<file path="src/rtl/spi_bus_bridge.sv">
// SPI-slave bridge: oversampled SCLK, frames {rw, addr, crc, data} to bus strobes and read replies.
// Optional SPI_BRIDGE_CRC_CHECK_EN rejects write frames whose crc field does not match the data.
module spi_bus_bridge #(
    parameter int unsigned address_width  = 15,
    parameter int unsigned data_width     = 16,
    parameter int unsigned SYNC_STAGES    = 2,
    parameter int unsigned READ_LATENCY   = 1,
    parameter int unsigned TIMEOUT_CYCLES = 256
) (
    input  logic                     clk_i,
    input  logic                     reset_i,
    input  logic                     spi_clk_i,
    input  logic                     spi_mosi_i,
    output logic                     spi_miso_o,
    output logic [address_width-1:0] addr_o,
    output logic [data_width-1:0]    wr_data_o,
    output logic                     wr_o,
    output logic                     rd_o,
    input  logic [data_width-1:0]    rd_data_i,
    output logic                     frame_err_o
);

    localparam int unsigned AW = address_width;
    localparam int unsigned DW = data_width;
    localparam int unsigned FL = AW + DW + 9;
    localparam int unsigned CW = $clog2(FL + 1);
    localparam int unsigned TW = $clog2(TIMEOUT_CYCLES + 1);
    localparam int unsigned LW = $clog2(READ_LATENCY + 1);
    // The shift register only has to hold what is decoded from it at header or frame end.
`ifdef SPI_BRIDGE_CRC_CHECK_EN
    localparam int unsigned SW = (DW + 7 > AW) ? DW + 7 : AW;
`else
    localparam int unsigned SW = (DW - 1 > AW) ? DW - 1 : AW;
`endif

    typedef enum logic [1:0] {StRxHdr, StRdWait, StRxBody, StCommit} state_e;

    function automatic logic [7:0] crc8(input logic [DW-1:0] d);
        logic [7:0] c;
        c = 8'h9C;
        for (int i = DW - 1; i >= 0; i--) begin
            c = {c[6:0], 1'b0} ^ (((c[7] ^ d[i]) == 1'b1) ? 8'h07 : 8'h00);
        end
        return c;
    endfunction

    logic [SYNC_STAGES-1:0] sclk_sync_q, sclk_sync_d;
    logic [SYNC_STAGES-1:0] mosi_sync_q, mosi_sync_d;
    logic                   sclk_prev_q, sclk_prev_d;
    state_e                 state_q, state_d;
    logic [CW-1:0]          cnt_q, cnt_d;
    logic [SW-1:0]          shift_q, shift_d;
    logic                   rw_q, rw_d;
    logic [AW-1:0]          addr_q, addr_d;
    logic [DW-1:0]          wr_data_q, wr_data_d;
    logic                   wr_q, wr_d;
    logic                   rd_q, rd_d;
    logic                   err_q, err_d;
    logic                   miso_q, miso_d;
    logic [DW+7:0]          resp_q, resp_d;
    logic                   resp_vld_q, resp_vld_d;
    logic                   late_q, late_d;
    logic [LW-1:0]          lat_q, lat_d;
    logic [TW-1:0]          idle_q, idle_d;

    logic          sclk_s, mosi_s, rise, fall, crc_ok;
    logic [AW:0]   hdr_word;
    logic [DW-1:0] frame_data;

    assign sclk_s     = sclk_sync_q[SYNC_STAGES-1];
    assign mosi_s     = mosi_sync_q[SYNC_STAGES-1];
    assign rise       = sclk_s & ~sclk_prev_q;
    assign fall       = ~sclk_s & sclk_prev_q;
    assign hdr_word   = {shift_q[AW-1:0], mosi_s};
    assign frame_data = {shift_q[DW-2:0], mosi_s};
`ifdef SPI_BRIDGE_CRC_CHECK_EN
    assign crc_ok = (shift_q[DW+6:DW-1] == crc8(frame_data));
`else
    assign crc_ok = 1'b1;
`endif

    always_comb begin
        sclk_sync_d = {sclk_sync_q[SYNC_STAGES-2:0], spi_clk_i};
        mosi_sync_d = {mosi_sync_q[SYNC_STAGES-2:0], spi_mosi_i};
        sclk_prev_d = sclk_s;
        state_d     = state_q;
        cnt_d       = cnt_q;
        shift_d     = shift_q;
        rw_d        = rw_q;
        addr_d      = addr_q;
        wr_data_d   = wr_data_q;
        wr_d        = 1'b0;
        rd_d        = 1'b0;
        err_d       = 1'b0;
        miso_d      = miso_q;
        resp_d      = resp_q;
        resp_vld_d  = resp_vld_q;
        late_d      = late_q;
        lat_d       = lat_q;
        idle_d      = idle_q;

        unique case (state_q)
            StRdWait: begin
                if (lat_q == LW'(READ_LATENCY)) begin
                    resp_d     = {rd_data_i, crc8(rd_data_i)};
                    resp_vld_d = 1'b1;
                    state_d    = StRxBody;
                end else begin
                    lat_d = lat_q + LW'(1);
                end
            end
            StCommit: state_d = StRxHdr;
            default: ;
        endcase

        if (rise) begin
            idle_d  = '0;
            shift_d = {shift_q[SW-2:0], mosi_s};
            cnt_d   = (cnt_q == CW'(FL - 1)) ? '0 : cnt_q + CW'(1);
            if (cnt_q == CW'(AW)) begin
                addr_d     = hdr_word[AW-1:0];
                rw_d       = hdr_word[AW];
                resp_vld_d = 1'b0;
                late_d     = 1'b0;
                lat_d      = '0;
                rd_d       = ~hdr_word[AW];
                state_d    = hdr_word[AW] ? StRxBody : StRdWait;
            end
            // Reply must be ready before the host samples its first bit.
            if (cnt_q == CW'(AW + 1) && !rw_q && !resp_vld_q) begin
                late_d = 1'b1;
            end
            if (cnt_q == CW'(FL - 1)) begin
                state_d = StCommit;
                if (rw_q) begin
                    if (crc_ok) begin
                        wr_d      = 1'b1;
                        wr_data_d = frame_data;
                    end else begin
                        err_d = 1'b1;
                    end
                end else begin
                    err_d = late_q;
                end
            end
        end else if (fall) begin
            idle_d = '0;
            miso_d = 1'b0;
            if (cnt_q > CW'(AW) && !rw_q && resp_vld_q && !late_q) begin
                miso_d = resp_q[DW+7];
                resp_d = {resp_q[DW+6:0], 1'b0};
            end
        end else if (cnt_q != '0) begin
            if (idle_q == TW'(TIMEOUT_CYCLES - 1)) begin
                idle_d     = '0;
                cnt_d      = '0;
                state_d    = StRxHdr;
                miso_d     = 1'b0;
                err_d      = 1'b1;
                resp_vld_d = 1'b0;
                late_d     = 1'b0;
            end else begin
                idle_d = idle_q + TW'(1);
            end
        end
    end

    always_ff @(posedge clk_i) begin
        if (reset_i) begin
            sclk_sync_q <= '0;
            mosi_sync_q <= '0;
            sclk_prev_q <= 1'b0;
            state_q     <= StRxHdr;
            cnt_q       <= '0;
            shift_q     <= '0;
            rw_q        <= 1'b0;
            addr_q      <= '0;
            wr_data_q   <= '0;
            wr_q        <= 1'b0;
            rd_q        <= 1'b0;
            err_q       <= 1'b0;
            miso_q      <= 1'b0;
            resp_q      <= '0;
            resp_vld_q  <= 1'b0;
            late_q      <= 1'b0;
            lat_q       <= '0;
            idle_q      <= '0;
        end else begin
            sclk_sync_q <= sclk_sync_d;
            mosi_sync_q <= mosi_sync_d;
            sclk_prev_q <= sclk_prev_d;
            state_q     <= state_d;
            cnt_q       <= cnt_d;
            shift_q     <= shift_d;
            rw_q        <= rw_d;
            addr_q      <= addr_d;
            wr_data_q   <= wr_data_d;
            wr_q        <= wr_d;
            rd_q        <= rd_d;
            err_q       <= err_d;
            miso_q      <= miso_d;
            resp_q      <= resp_d;
            resp_vld_q  <= resp_vld_d;
            late_q      <= late_d;
            lat_q       <= lat_d;
            idle_q      <= idle_d;
        end
    end

    assign spi_miso_o  = miso_q;
    assign addr_o      = addr_q;
    assign wr_data_o   = wr_data_q;
    assign wr_o        = wr_q;
    assign rd_o        = rd_q;
    assign frame_err_o = err_q;

endmodule

</file>
<file path="config.mk">
export PLATFORM = sky130hd
export DESIGN_NAME = spi_bus_bridge
export DESIGN_NICKNAME = d
export VERILOG_FILES = /design/src/rtl/spi_bus_bridge.sv
export SDC_FILE = /design/constraint.sdc
export NUM_CORES = 1
export LEC_CHECK = 0
export ABC_CLOCK_PERIOD_IN_PS = 2500
export CAP_MARGIN = 20
export CORE_MARGIN = 10
export CORE_UTILIZATION = 51
export CTS_BUF_LIST = sky130_fd_sc_hd__clkbuf_16
export DETAILED_ROUTE_END_ITERATION = 10
export HOLD_SLACK_MARGIN = 0.05
export MAX_ROUTING_LAYER = met4
export PLACE_DENSITY = 0.73
export SLEW_MARGIN = 10
export SYNTH_ARGS = -nofsm -noshare
export SYNTH_HDL_FRONTEND = slang
export SYNTH_SLANG_ARGS = --single-unit
</file>
<file path="constraint.sdc">
create_clock -name clk_i -period 2.5 [get_ports clk_i]
set_input_delay 0.375 -clock clk_i [delete_from_list [all_inputs] [get_ports clk_i]]
set_output_delay 0.375 -clock clk_i [all_outputs]
set_load 0.05 [all_outputs]
</file>
== Word-level counts from Yosys, hierarchy flattened ==
Cells that the tools add are included.
Operators by class
  add/subtract/negate cells: 3
  $lt $le $gt $ge: 1
  eq/ne operators: 8
  multiplexer cells: 62
  bitwise logic cells: 39
  reduce and logical (&&, ||, !) cells: 21
Operator list (number)
  $mux W24: 5
  $xor A8 B3 Y8: 14
  $mux W3: 16
  $mux W6: 5
  $mux W1: 26
  $mux W2: 8
  $xor A1 B1 Y1: 13
  $add A9 B1 Y9 const B: 1
  $eq A9 B8 Y1 const B: 1
  $mux W9: 1
  $reduce_and A3 Y1: 3
  $reduce_or A3 Y1: 3
  $reduce_bool A2 Y1: 4
  $xor A7 B3 Y7: 1
  $add A6 B1 Y6 const B: 1
  $eq A6 B4 Y1 const B: 1
  $eq A6 B5 Y1 const B: 1
  $eq A6 B6 Y1 const B: 1
  $gt A6 B4 Y1 const B: 1
  $not A1 Y1: 6
  $reduce_bool A6 Y1: 1
  $logic_and A1 B1 Y1: 5
  $pmux W2 S2: 1
  $reduce_and A4 Y1: 1
  other kinds (10): 14
Storage, ports and cells
  register bits after elaboration: 100
  input port bits: 20

== Longest topological paths before layout ==
  depth after elaboration: 48
  gate-level depth with buffers: 8
  mapped depth without buffers: 7

== Worst setup path before layout ==
No wires, ideal clock.
  path type: reg2reg
  start: register idle_q[0]
  end: register cnt_q[4]
  setup time: 0.070 ns
  arrival time: 1.720 ns
  data required time: 2.430 ns
  path slack: 0.710 ns
  stages on the path, launching flop included: 8
  period minus slack after synthesis: 1.790 ns
  cells stage by stage: dfxtp_1 > ha_1 > and3b_1 > and3_1 > buf_6 > a31oi_4 > or4_1 > a21boi_1
Between the ends
  cells in the longest elaborated chain, start to end: 3
RTL lines
  start: declaration: line 64  | logic [TW-1:0] idle_q, idle_d;
  start signal: assignment: line 206  | idle_q <= idle_d;
  $eq A9 B8 Y1: line 154  | if (idle_q == TW'(TIMEOUT_CYCLES - 1)) begin
  $reduce_bool A2 Y1 (no line)
  $reduce_and A3 Y1 (no line)
  end signal: assignment: line 193  | cnt_q <= cnt_d;
  end: declaration: line 51  | logic [CW-1:0] cnt_q, cnt_d;
Every way passes these cells.
A chain may end at the register's enable or synchronous reset.

== Worst setup path in the final report ==
Same ends and word-level chain as after synthesis.

==> summary.md <==
| Metric | Value |
|---|---|
| Critical path class | `flip-flop to flip-flop` |
| Number of synthesized flops with an enable pin | `0` |
| Startpoint Class | `flip-flop` |
| Area grow syn2layout | `20.7%` |
| WL final | `9.63 mm` |
| CTS buffer count | `9` |
| DRC | `0` |
| Cell Area, Synth | `4280 sq um` |
| Reg2reg start | `idle_q[0]` |
| Filler cells | `720` |
| Worst IR Drop VDD | `415 uV` |
| R2R depth | `6` |
| Cell taking the most area after synthesis | `dfxtp_1` |
| Critical path endpoint | `cnt_q[4]` |
| Synth Instances | `521` |
| Number of max-cap violations | `0` |
| I/O Buffers | `54` |
| H-tree Lvls | `3` |
| Clk root buf | `clkbuf_16` |
| CTS tree | `yes` |
| Worst rel slew slack | `0.470` |
| Number of detailed-route iterations in the first pass | `4` |
| Vias per cell | `5.39` |
| Post_cts resized | `0` |
| CP peak stage delay | `0.44 ns` |
| Clock tree buffer depth | `2` |
| CP Max Fanout | `8` |
| # setup viols final | `0` |
| Ys Warns | `0` |
| FMAX | `0.474 GHz` |
| 1st-iter DRT viols | `225` |
| Largest net degree at the start of global routing | `43` |
| CP arrival | `2.38 ns` |
| CP top delay family | `simple AND/OR/NAND/NOR gates` |
| Post-route ant nets | `0` |
| Critical Path Stages | `6` |
| Ys async rst share | `0` |
| Final net count | `584` |
| Top FF cell, synth | `dfxtp_1` |
| Outcome | `finished clean` |
| Slew Viols, Final | `0` |
| Main area contributors after synthesis | `dfxtp_1 47%, nand2_1 13%, a21oi_1 7.6%` |
| RSZ-0062 raised after global routing | `false` |
| Clock slew at reported path FFs | `0.07 ns` |
| Netlist cell types | `47` |
| Die X-Extent | `112 um` |
| Dpl hpwl | `6.76 mm` |
| Crit path required time | `2.77 ns` |
| Slew @ Worst Pin | `0.794 ns` |
| Gr ovfl total | `0` |
| Post-route minimum period | `2.11 ns` |
| CTS Sinks | `100` |
| Drt wl/cell | `14.3 um` |
| Hold-fix buffers, CTS | `0` |
| #FFs+latches synth | `100` |
| Slowest cell on crit path | `or4_1` |
| First-pass GRT wire length | `16.1 mm` |
| Die footprint | `12,400 sq um` |
| Worst Hold Class | `flip-flop to flip-flop` |
| IO Pins | `55` |
| CORE AREA | `8180 sq um` |
| CP Launch Point | `idle_q[0]` |
| Seq/Total Area, Yosys | `0.468` |
| Period Utilization, post-route | `0.844` |
| Via count | `3,619` |
| Syn Area/Cell | `8.21 sq um` |
| Antenna violations before repair | `0` |
| # diodes | `0` |
| # rows | `33` |
| P per Cell Area | `615 nW/um^2` |
| Crit end category | `flip-flop` |
| Ratio of cells with drive above 1 in the final layout | `0.0512` |
| Post-CTS setup buffer count | `0` |
| Fin. Hold Viols | `0` |
| Clk_skew | `0.0124 ns` |
| Total GRT Usage | `0.154` |
| TNS Setup | `0 ns` |
| Worst-Skew Late Latency | `0.35 ns` |
| R2r setup slk | `0.39 ns` |
| Yosys top cell area share | `0.468` |
| Worst Path Buf+Inv | `0` |
| RD Place Congestion | `0.841` |
| Pleak | `1.74 nW` |
| Initial core utilization | `0.523` |
| CP Cell Sequence | `ha_1 > and3b_1 > and3_1 > a21oi_1 > or4_1 > a21boi_1` |
| DIE HEIGHT | `112 um` |
| Fin Hold WS | `0.454 ns` |
| Number of global-route vias before repair | `3,468` |
| Mapped Nets | `544` |
| Reg2reg end | `cnt_q[4]` |
## placed cells by master (no fill, tap or decap), types with 9 or more instances in the layout
cell             count
a21oi_1             65
a311oi_1            17
buf_4                9
clkbuf_16            9
clkdlybuf4s50_1     53
dfxtp_1            100
nand2_1            144
nand3_1              9
nor2_1              32
xnor2_1             26
xor2_1              11
## layout make-up
| cell class | instances | area [sq um] | area share |
|---|---|---|---|
| tap | 105 | 131 | 0.0255 |
| sequential | 100 | 2000 | 0.388 |
| multi-input combinational | 382 | 2110 | 0.409 |
| inverter | 5 | 18.8 | 0.00364 |
| clock buffer | 9 | 225 | 0.0436 |
| clock inverter | 7 | 71.3 | 0.0138 |
| timing repair buffer | 63 | 603 | 0.117 |
## where the power goes
| group | internal, mW | total, mW | switching [mW] |
|---|---|---|---|
| clock | 0.700 | 1.34 | 0.636 |
| sequential | 1.60 | 1.60 | 0.00485 |
| combinational | 0.113 | 0.235 | 0.122 |
## how the worst min path moves through the flow
stage	from	endpoint	slack, ns	cells past startpoint
floorplan	mosi_sync_q[0]	mosi_sync_q[1]	0.41	1
global placement	mosi_sync_q[0]	mosi_sync_q[1]	0.43	1
detailed placement	mosi_sync_q[0]	mosi_sync_q[1]	0.43	1
CTS	wr_data_o[4]	wr_data_o[4]	0.46	2
global route	sclk_sync_q[0]	sclk_sync_q[1]	0.47	1
finish	sclk_sync_q[0]	sclk_sync_q[1]	0.45	1
## cells in the mapped netlist (4+ instances only)
library cell,n
a311oi_1,17
nor3_1,7
nor2b_1,8
or3_1,4
buf_1,4
clkbuf_1,22
a31oi_1,4
xnor2_1,26
xor2_1,11
nand4_1,4
nand3_1,9
dfxtp_1,100
a21oi_1,65
nor2_1,32
buf_2,5
inv_1,5
nand2_1,144
o21ai_0,8
## flip-flops by register name, summed over array words and instances, names as in the netlist, 2 cells and up
| signal | flops |
|---|---|
| state_q | 2 |
| resp_q | 24 |
| sclk_sync_q | 2 |
| wr_data_o | 16 |
| cnt_q | 6 |
| mosi_sync_q | 2 |
| idle_q | 9 |
| shift_q | 15 |
| addr_o | 15 |
## stage by stage
stage	util	setup WS, ns	cells	area [sq um]	power (mW)
detailed placement	0.595	0.214	655	4860	1.87
finish	0.631	0.391	671	5160	3.17
floorplan	-	0.710	521	4280	1.80
CTS	0.631	0.437	671	5160	3.21
global placement	0.595	0.261	655	4860	1.87
global route	0.631	0.241	671	5160	3.29
## metal layers
metal	GRT usage	vias up	wire length, um
li1	-	1840	-
met1	0.177	1677	4270
met2	0.257	90	4740
met3	0.0295	12	479
met4	0.0660	0	138
met5	-	-	0
## cell families after synthesis
| kind of cell | synth area share |
|---|---|
| and+or+nand+nor | 0.245 |
| adders and majority gates | 0.00878 |
| xor gates and xnor gates | 0.0863 |
| DFF | 0.468 |
| AOI/OAI and AO/OA | 0.148 |
| buffers and inverters | 0.0386 |
| muxes | 0.00468 |
(Power assumes the default switching activity.)
